$ cat src/rtl/gshare_pkg.sv
// -----------------------------------------------------------------------------
// gshare_pkg
//   Shared definitions for the gshare access controller slice.
//   - GS_ADDR_W  : default branch address width (matches the predictor port)
//   - gs_state_e : controller FSM encoding (IDLE/LOOKUP/CAPTURE/UPDATE)
//   - gs_entry_t : one in-flight queue entry {addr, pred} at default width
// -----------------------------------------------------------------------------
package gshare_pkg;

  localparam int GS_ADDR_W = 11;

  typedef enum logic [1:0] {
    IDLE    = 2'd0,
    LOOKUP  = 2'd1,
    CAPTURE = 2'd2,
    UPDATE  = 2'd3
  } gs_state_e;

  typedef struct packed {
    logic [GS_ADDR_W-1:0] addr;
    logic                 pred;
  } gs_entry_t;

endpackage

$ cat src/rtl/gshare_inflight_fifo.sv
// -----------------------------------------------------------------------------
// gshare_inflight_fifo
//   Circular synchronous FIFO holding in-flight predictions in program order.
//   Ports:
//     clk, reset  : rising-edge clock, synchronous active-high reset
//     push        : write push_data at the tail (ignored when full)
//     push_data   : entry to enqueue
//     pop         : drop the head entry (ignored when empty)
//     head_data   : oldest entry, valid whenever empty is low
//     full, empty : occupancy flags
//     count       : occupancy 0..DEPTH
// -----------------------------------------------------------------------------
module gshare_inflight_fifo #(
  parameter int DEPTH = 4,
  parameter int WIDTH = 12
) (
  input  logic                     clk,
  input  logic                     reset,
  input  logic                     push,
  input  logic [WIDTH-1:0]         push_data,
  input  logic                     pop,
  output logic [WIDTH-1:0]         head_data,
  output logic                     full,
  output logic                     empty,
  output logic [$clog2(DEPTH):0]   count
);

  localparam int PTR_W = $clog2(DEPTH);
  localparam logic [PTR_W:0] FULL_CNT = (PTR_W+1)'(DEPTH);

  logic [WIDTH-1:0] mem_q [DEPTH];
  logic [WIDTH-1:0] mem_d [DEPTH];
  logic [PTR_W-1:0] wr_ptr_q, wr_ptr_d;
  logic [PTR_W-1:0] rd_ptr_q, rd_ptr_d;
  logic [PTR_W:0]   count_q, count_d;
  logic             push_ok;
  logic             pop_ok;

  assign full      = (count_q == FULL_CNT);
  assign empty     = (count_q == '0);
  assign count     = count_q;
  assign head_data = mem_q[rd_ptr_q];

  assign push_ok = push & ~full;
  assign pop_ok  = pop & ~empty;

  // Pointers are exactly log2(DEPTH) bits, so they wrap on their own; the
  // separate count disambiguates full from empty when the pointers meet.
  always_comb begin
    mem_d    = mem_q;
    wr_ptr_d = wr_ptr_q;
    rd_ptr_d = rd_ptr_q;
    count_d  = count_q;
    if (push_ok) begin
      mem_d[wr_ptr_q] = push_data;
      wr_ptr_d        = wr_ptr_q + 1'b1;
    end
    if (pop_ok) begin
      rd_ptr_d = rd_ptr_q + 1'b1;
    end
    case ({push_ok, pop_ok})
      2'b10:   count_d = count_q + 1'b1;
      2'b01:   count_d = count_q - 1'b1;
      default: count_d = count_q;
    endcase
  end

  always_ff @(posedge clk) begin
    if (reset) begin
      mem_q    <= '{default: '0};
      wr_ptr_q <= '0;
      rd_ptr_q <= '0;
      count_q  <= '0;
    end else begin
      mem_q    <= mem_d;
      wr_ptr_q <= wr_ptr_d;
      rd_ptr_q <= rd_ptr_d;
      count_q  <= count_d;
    end
  end

endmodule

$ cat src/rtl/gshare_ctrl.sv
// -----------------------------------------------------------------------------
// gshare_ctrl
//   Sequences a single-ported gshare predictor between fetch-side lookups and
//   resolve-side training updates. Predictions are queued in order and each
//   resolution trains the oldest one. Saturating statistics are kept.
//   Ports:
//     clk, reset                  : rising-edge clock, sync active-high reset
//     req_valid/req_addr/req_ready: fetch prediction request handshake
//     pred_valid/pred_taken       : one-cycle prediction result pulse
//     res_valid/res_taken/res_ready: resolution handshake (oldest branch)
//     pr_en/pr_we/pr_addr/pr_outcome: predictor access (we=1 train, 0 lookup)
//     pr_prediction               : predictor output, valid cycle after lookup
//     cnt_branches/cnt_mispred    : saturating resolved/mispredicted counters
//     err_underflow               : sticky, resolution seen with empty queue
// -----------------------------------------------------------------------------
module gshare_ctrl
  import gshare_pkg::*;
#(
  parameter int ADDR_W = GS_ADDR_W,
  parameter int DEPTH  = 4,
  parameter int CNT_W  = 16
) (
  input  logic              clk,
  input  logic              reset,
  input  logic              req_valid,
  input  logic [ADDR_W-1:0] req_addr,
  output logic              req_ready,
  output logic              pred_valid,
  output logic              pred_taken,
  input  logic              res_valid,
  input  logic              res_taken,
  output logic              res_ready,
  output logic              pr_en,
  output logic              pr_we,
  output logic [ADDR_W-1:0] pr_addr,
  output logic              pr_outcome,
  input  logic              pr_prediction,
  output logic [CNT_W-1:0]  cnt_branches,
  output logic [CNT_W-1:0]  cnt_mispred,
  output logic              err_underflow
);

  localparam int EW = ADDR_W + 1;

  gs_state_e         state_q, state_d;
  logic [ADDR_W-1:0] req_addr_q, req_addr_d;
  logic              resbuf_full_q, resbuf_full_d;
  logic              resbuf_taken_q, resbuf_taken_d;
  logic [CNT_W-1:0]  cnt_branches_q, cnt_branches_d;
  logic [CNT_W-1:0]  cnt_mispred_q, cnt_mispred_d;
  logic              err_underflow_q, err_underflow_d;
  logic [ADDR_W-1:0] pr_addr_q, pr_addr_d;
  logic              pr_outcome_q, pr_outcome_d;

  logic                   q_push;
  logic                   q_pop;
  logic [EW-1:0]          q_push_data;
  logic [EW-1:0]          q_head;
  logic                   q_full;
  logic                   q_empty;
  logic [$clog2(DEPTH):0] q_count;
  logic [ADDR_W-1:0]      head_addr;
  logic                   head_pred;
  logic                   req_fire;
  logic                   res_fire;

  gshare_inflight_fifo #(
    .DEPTH (DEPTH),
    .WIDTH (EW)
  ) u_fifo (
    .clk       (clk),
    .reset     (reset),
    .push      (q_push),
    .push_data (q_push_data),
    .pop       (q_pop),
    .head_data (q_head),
    .full      (q_full),
    .empty     (q_empty),
    .count     (q_count)
  );

  assign q_push_data = {req_addr_q, pr_prediction};
  assign head_addr   = q_head[EW-1:1];
  assign head_pred   = q_head[0];

  assign req_ready = (state_q == IDLE) & ~q_full & ~resbuf_full_q;
  assign res_ready = ~resbuf_full_q;
  assign req_fire  = req_valid & req_ready;
  assign res_fire  = res_valid & res_ready;

  // pr_addr/pr_outcome are driven from the next-value path so the predictor
  // sees the new address in the strobe cycle; the registers keep the last
  // driven value visible while the controller is not accessing the array.
  assign pr_addr       = pr_addr_d;
  assign pr_outcome    = pr_outcome_d;
  assign cnt_branches  = cnt_branches_q;
  assign cnt_mispred   = cnt_mispred_q;
  assign err_underflow = err_underflow_q;

  always_comb begin
    state_d         = state_q;
    req_addr_d      = req_addr_q;
    resbuf_full_d   = resbuf_full_q;
    resbuf_taken_d  = resbuf_taken_q;
    cnt_branches_d  = cnt_branches_q;
    cnt_mispred_d   = cnt_mispred_q;
    err_underflow_d = err_underflow_q;
    pr_addr_d       = pr_addr_q;
    pr_outcome_d    = pr_outcome_q;
    pr_en           = 1'b0;
    pr_we           = 1'b0;
    pred_valid      = 1'b0;
    pred_taken      = 1'b0;
    q_push          = 1'b0;
    q_pop           = 1'b0;

    case (state_q)
      // A buffered resolution always wins over a new lookup so training is
      // never starved by a steady fetch stream.
      IDLE: begin
        if (resbuf_full_q) begin
          state_d = UPDATE;
        end else if (req_fire) begin
          req_addr_d = req_addr;
          state_d    = LOOKUP;
        end
      end
      LOOKUP: begin
        pr_en     = 1'b1;
        pr_addr_d = req_addr_q;
        state_d   = CAPTURE;
      end
      CAPTURE: begin
        pred_valid = 1'b1;
        pred_taken = pr_prediction;
        q_push     = 1'b1;
        state_d    = IDLE;
      end
      UPDATE: begin
        pr_en         = 1'b1;
        pr_we         = 1'b1;
        pr_addr_d     = head_addr;
        pr_outcome_d  = resbuf_taken_q;
        q_pop         = ~q_empty;
        resbuf_full_d = 1'b0;
        if (cnt_branches_q != '1) begin
          cnt_branches_d = cnt_branches_q + 1'b1;
        end
        if ((head_pred != resbuf_taken_q) && (cnt_mispred_q != '1)) begin
          cnt_mispred_d = cnt_mispred_q + 1'b1;
        end
        state_d = IDLE;
      end
      default: begin
        state_d = IDLE;
      end
    endcase

    // A resolution is only meaningful if some prediction is (or is just now
    // becoming) outstanding; otherwise it is dropped and flagged.
    if (res_fire) begin
      if ((q_count != '0) || q_push) begin
        resbuf_full_d  = 1'b1;
        resbuf_taken_d = res_taken;
      end else begin
        err_underflow_d = 1'b1;
      end
    end
  end

  always_ff @(posedge clk) begin
    if (reset) begin
      state_q         <= IDLE;
      req_addr_q      <= '0;
      resbuf_full_q   <= 1'b0;
      resbuf_taken_q  <= 1'b0;
      cnt_branches_q  <= '0;
      cnt_mispred_q   <= '0;
      err_underflow_q <= 1'b0;
      pr_addr_q       <= '0;
      pr_outcome_q    <= 1'b0;
    end else begin
      state_q         <= state_d;
      req_addr_q      <= req_addr_d;
      resbuf_full_q   <= resbuf_full_d;
      resbuf_taken_q  <= resbuf_taken_d;
      cnt_branches_q  <= cnt_branches_d;
      cnt_mispred_q   <= cnt_mispred_d;
      err_underflow_q <= err_underflow_d;
      pr_addr_q       <= pr_addr_d;
      pr_outcome_q    <= pr_outcome_d;
    end
  end

endmodule

$ cat config.mk
export PLATFORM = sky130hd
export DESIGN_NAME = gshare_ctrl
export DESIGN_NICKNAME = d
export VERILOG_FILES = /design/src/rtl/gshare_pkg.sv /design/src/rtl/gshare_inflight_fifo.sv /design/src/rtl/gshare_ctrl.sv
export SDC_FILE = /design/constraint.sdc
export NUM_CORES = 1
export LEC_CHECK = 0
export CAP_MARGIN = 15
export CORE_MARGIN = 2
export CORE_UTILIZATION = 51
export CTS_BUF_LIST = sky130_fd_sc_hd__clkbuf_2
export DETAILED_ROUTE_END_ITERATION = 10
export GPL_ROUTABILITY_DRIVEN = 0
export PLACE_DENSITY_LB_ADDON = 0.15
export SLEW_MARGIN = 20
export SYNTH_ARGS = -nofsm -noshare
export SYNTH_HDL_FRONTEND = slang
export SYNTH_SLANG_ARGS = --single-unit
$ cat constraint.sdc
create_clock -name clk -period 2.3 [get_ports clk]
set_input_delay 0.23 -clock clk [delete_from_list [all_inputs] [get_ports clk]]
set_output_delay 0.23 -clock clk [all_outputs]
set_load 0.02 [all_outputs]
==> flow_summary.html <==
<table>
<tr><th>Metric</th><th>Value</th></tr>
<tr><th colspan="2">Critical path</th></tr>
<tr><td>Worst stage delay on the critical path</td><td>approximately 500 ps</td></tr>
<tr><td>Worst reg-to-reg path cell count</td><td>9</td></tr>
<tr><td>Critical path endpoint category</td><td>output port</td></tr>
<tr><td>CP Cell Sequence</td><td>buf_6 -&gt; mux4_2 -&gt; mux2i_2 -&gt; a21oi_2 -&gt; buf_6</td></tr>
<tr><td>RR Endpoint</td><td>u_fifo.count[2]$_SDFFE_PP0P_</td></tr>
<tr><td>Required @ worst endpoint</td><td>2070 ps</td></tr>
<tr><td>Worst Path Class, Setup</td><td>reg2out</td></tr>
<tr><td>Startpoint of the worst register-to-register path</td><td>u_fifo.count[0]$_SDFFE_PP0P_</td></tr>
<tr><td>Critical path startpoint</td><td>u_fifo.rd_ptr_q[0]$_SDFFE_PP0P_</td></tr>
<tr><td>Arrival time of the worst setup path</td><td>roughly 2100 ps</td></tr>
<tr><td>Maximum fanout encountered on the critical timing path</td><td>6</td></tr>
<tr><td>Sort of element at the start of the critical path</td><td>flip-flop</td></tr>
<tr><td>Standard cell with the maximum stage delay on the critical path</td><td>sky130_fd_sc_hd__mux4_2</td></tr>
<tr><td>Worst reg-to-reg setup slack</td><td>roughly 150 ps</td></tr>
<tr><td>Cell repeated most along the worst path</td><td>sky130_fd_sc_hd__buf_6</td></tr>
<tr><th colspan="2">Cells and area</th></tr>
<tr><td>Area growth, synth to finish</td><td>25.47%</td></tr>
<tr><td>Ant. Diodes</td><td>0</td></tr>
<tr><td>Final instance area</td><td>roughly 6400 um^2</td></tr>
<tr><td>Share of post-route cells with drive strength above 1</td><td>17.08%</td></tr>
<tr><td>Fill cells</td><td>between 800 and 900</td></tr>
<tr><td>Commonest non-fill, non-tap cell in the layout</td><td>sky130_fd_sc_hd__dfxtp_1</td></tr>
<tr><td>Final Net Count</td><td>between 600 and 700</td></tr>
<tr><td>Commonest cells after routing, fill and taps aside</td><td>110 x sky130_fd_sc_hd__dfxtp_1, 81 x sky130_fd_sc_hd__nand2_1, 74 x sky130_fd_sc_hd__a21oi_1</td></tr>
<tr><th colspan="2">Yosys</th></tr>
<tr><td>Number of synthesized register bits</td><td>115</td></tr>
<tr><td>Post-synthesis instance total</td><td>~600</td></tr>
<tr><td>Post-synth top area share</td><td>between 40% and 50%</td></tr>
<tr><td>Asr flop ratio synth</td><td>0%</td></tr>
<tr><td>Proportion of synthesized chip area in sequential cells</td><td>between 40 and 50%</td></tr>
<tr><td>Number of warnings reported in the yosys synthesis log</td><td>0</td></tr>
<tr><td>Number of flops mapped to enable cells by yosys</td><td>0</td></tr>
<tr><td>Most area-consuming cells after synthesis</td><td>sky130_fd_sc_hd__dfxtp_1 45%, sky130_fd_sc_hd__a21oi_1 7.7%, sky130_fd_sc_hd__nand3_1 6.8%</td></tr>
<tr><td>Distinct cell type count of the synthesized netlist</td><td>43</td></tr>
<tr><td>Cell taking the most area after synthesis</td><td>sky130_fd_sc_hd__dfxtp_1</td></tr>
<tr><td>Synth Flop Type</td><td>sky130_fd_sc_hd__dfxtp_1</td></tr>
<tr><td>Number of nets produced by synthesis</td><td>between 600 and 700</td></tr>
<tr><td>Synthesized area divided by synthesized cell count</td><td>about 8.6 um^2</td></tr>
<tr><td>Total standard cell area after synthesis</td><td>5124 um^2</td></tr>
<tr><th colspan="2">Drt</th></tr>
<tr><td>Vias post-DR</td><td>4469</td></tr>
<tr><td>Total length of routed met3 wires</td><td>roughly 680 um</td></tr>
<tr><td>Initial detailed-routing violation count</td><td>between 200 and 300</td></tr>
<tr><td>Router iterations before antenna repair</td><td>5</td></tr>
<tr><td>Met1 wire length</td><td>approximately 5300 um</td></tr>
<tr><td>Highest routed metal layer</td><td>met4</td></tr>
<tr><td>Post-route ant nets</td><td>0</td></tr>
<tr><td>WL met2</td><td>between 5000 and 6000 um</td></tr>
<tr><td>Average wire length per cell after detail routing</td><td>between 10 and 15 um</td></tr>
<tr><td>DRC violation count after routing</td><td>0</td></tr>
<tr><td>DR vias/cell</td><td>about 5.5</td></tr>
<tr><td>Post-Route WL</td><td>between 10000 and 15000 um</td></tr>
<tr><th colspan="2">GRT</th></tr>
<tr><td>Maximum number of pins on one net before global-route repair</td><td>around 70</td></tr>
<tr><td>Global router's overall resource usage</td><td>between 20 and 25%</td></tr>
<tr><td>Global-route wire length before repair</td><td>between 20000 and 25000 um</td></tr>
<tr><td>Total congestion overflow</td><td>0</td></tr>
<tr><td>Via count of the first global-routing pass</td><td>between 4000 and 5000</td></tr>
<tr><td>Initial antenna violation count</td><td>0</td></tr>
<tr><th colspan="2">STA</th></tr>
<tr><td>Setup TNS Final</td><td>-269.6 ps</td></tr>
<tr><td>Final setup skew</td><td>18.87 ps</td></tr>
<tr><td>Worst-margin pin slew</td><td>around 550 ps</td></tr>
<tr><td>Final critical-path share of the clock period</td><td>102.1%</td></tr>
<tr><td>Setup repair after global routing missed its margin</td><td>true</td></tr>
<tr><td>Number of pins with negative max-slew slack in the final report</td><td>0</td></tr>
<tr><td>Final hold slack</td><td>111.8 ps</td></tr>
<tr><td>Final critical path time including I/O delays and setup</td><td>2348 ps</td></tr>
<tr><td>Final hold violations</td><td>0</td></tr>
<tr><td>Maximum achievable frequency</td><td>0.4259 GHz</td></tr>
<tr><td>Final setup vio count</td><td>10</td></tr>
<tr><td>Worst slew slack as a fraction of its limit</td><td>between 60 and 70%</td></tr>
<tr><td>PnR worst setup slack</td><td>-47.89 ps</td></tr>
<tr><th colspan="2">Die</th></tr>
<tr><td>Initial Utilization</td><td>around 52%</td></tr>
<tr><td>Floorplan row count</td><td>36</td></tr>
<tr><td>Die boundary width</td><td>around 100 um</td></tr>
<tr><td>Core footprint</td><td>9774 um^2</td></tr>
<tr><td>Die Outline Area</td><td>approximately 11000 um^2</td></tr>
<tr><td># IOs</td><td>68</td></tr>
<tr><td>DIE HEIGHT</td><td>about 100 um</td></tr>
<tr><th colspan="2">Power and ir drop</th></tr>
<tr><td>Max IR drop VDD</td><td>0.5032 mV</td></tr>
<tr><td>Leakage Power</td><td>2.186 nW</td></tr>
<tr><td>PwrDens</td><td>784.2 nW/um^2</td></tr>
<tr><th colspan="2">Clock network</th></tr>
<tr><td>Htree depth</td><td>4</td></tr>
<tr><td>Number of clock sinks</td><td>between 100 and 150</td></tr>
<tr><td>Clock tree from TritonCTS</td><td>built</td></tr>
<tr><td>Clock slew at the register clock pins of the worst setup and hold paths</td><td>between 150 and 200 ps</td></tr>
<tr><td>Clk buf depth</td><td>2</td></tr>
<tr><td>Number of clock buffers inserted by TritonCTS</td><td>17</td></tr>
<tr><td>Cell chosen for the clock root</td><td>sky130_fd_sc_hd__clkbuf_2</td></tr>
<tr><td>Clk Latency, worst-skew pair</td><td>650 ps</td></tr>
<tr><th colspan="2">Placement</th></tr>
<tr><td>Instance area after placement</td><td>approximately 6000 um^2</td></tr>
<tr><td>DP Worst Slack</td><td>a little over 90 ps</td></tr>
<tr><td>Count of buffers from port buffering</td><td>between 60 and 70</td></tr>
<tr><td>HPWL after detailed placement</td><td>around 8000 um</td></tr>
<tr><th colspan="2">Hold path</th></tr>
<tr><td>Cells on Worst Hold Path</td><td>3</td></tr>
<tr><td>Min-Delay Startpoint</td><td>req_addr[6]</td></tr>
<tr><td>Hold endpoint</td><td>req_addr_q[6]$_SDFFE_PP0P_</td></tr>
<tr><td>Hold crit path type</td><td>in2reg</td></tr>
<tr><th colspan="2">Flow run</th></tr>
<tr><td>Maximum capacitance violations</td><td>0</td></tr>
<tr><th colspan="2">Outcome</th></tr>
<tr><td>Outcome</td><td>finished, violations left</td></tr>
<tr><td>Failing checks</td><td>setup timing</td></tr>
</table>
worst max-delay path by stage:
| stage | endpoint | cells past startpoint |
|---|---|---|
| final | pr_addr[0] | 5 |
| after global placement | pr_addr[0] | 5 |
| after floorplan | u_fifo.count[2]$_SDFFE_PP0P_ | 10 |
| after global routing | pr_addr[3] | 5 |
| after detailed placement | cnt_mispred[13]$_SDFFE_PP0P_ | 4 |
| after CTS | pr_addr[0] | 5 |
synthesized netlist by cell type (all sizes together), types with 9 or more instances:
| library cell | n |
|---|---|
| nor2 | 56 |
| mux2i | 14 |
| a21oi | 79 |
| nor3 | 9 |
| buf | 14 |
| dfxtp | 115 |
| mux4 | 12 |
| inv | 10 |
| nor2b | 14 |
| clkbuf | 29 |
| nand2 | 81 |
| nor4 | 9 |
| nand3 | 70 |
| xnor2 | 27 |
worst max-delay path, delay by kind of cell, from the launching register on:
kind | cells | cell delay, ps
multiplexers | 2 | 710
AO/OA/AOI/OAI | 1 | 100
buffers and inverters | 2 | 270
flip-flops | 1 | 390
logic make-up after synthesis:
| group | after synthesis | synth area share (%) |
|---|---|---|
| AOI/OAI and AO/OA | 95 | 10.11 |
| muxes | 27 | 8.229 |
| adders and majority gates | 8 | 2.100 |
| DFF | 115 | 44.93 |
| and+or+nand+nor | 265 | 24.83 |
| xor gates and xnor gates | 31 | 5.446 |
| buffers and inverters | 53 | 4.347 |
per-layer routing:
layer  vias up  global-route usage, %
met3        12                  6.015
met2       131                  37.45
met5         -                      0
li1       2216                      -
met1      2110                  29.59
met4         0                  7.819
power breakdown:
group          leakage (nW)  internal [mW]  switching [mW]
clock                 0.171          0.832           0.738
sequential            0.933           2.11           0.114
combinational          1.08          0.518           0.728
flip-flops by register name, summed over array words and instances, names as in the netlist:
signal / cells
u_fifo.mem_q: 48
pr_outcome_q: 1
state_q: 2
resbuf_taken_q: 1
resbuf_full_q: 1
err_underflow: 1
u_fifo.count: 3
cnt_branches: 16
pr_addr_q: 11
req_addr_q: 11
cnt_mispred: 16
u_fifo.rd_ptr_q: 2
u_fifo.wr_ptr_q: 2
layout make-up:
cell class | instances | area, um^2 | share of cell area [%]
sequential | 115 | 2311 | 35.95
tap | 133 | 166.4 | 2.589
timing repair buffer | 102 | 954.7 | 14.85
multi-input combinational | 426 | 2670 | 41.53
inverter | 10 | 37.54 | 0.5839
clock buffer | 21 | 105.1 | 1.635
clock inverter | 11 | 183.9 | 2.861
metrics by stage:
step                      total power [mW]  util, %  std cells
after floorplan                      2.966        -        594
after global placement               3.427    61.38        776
after detailed placement             3.451    61.38        776
after CTS                            5.012    65.08        817
after global routing                 5.304    65.77        818
final                                5.041    65.77        818
timing repair:
action | CTS | global route
setup endpoints to repair | 16 | 19
hold buffers | 1 | 0
setup buffers | 9 | 1
resized for setup | 72 | 14
endpoints found under the hold margin | 34 | 0
gates cloned | 0 | 0
pin swaps | 10 | 4
(Power assumes the default switching activity.)
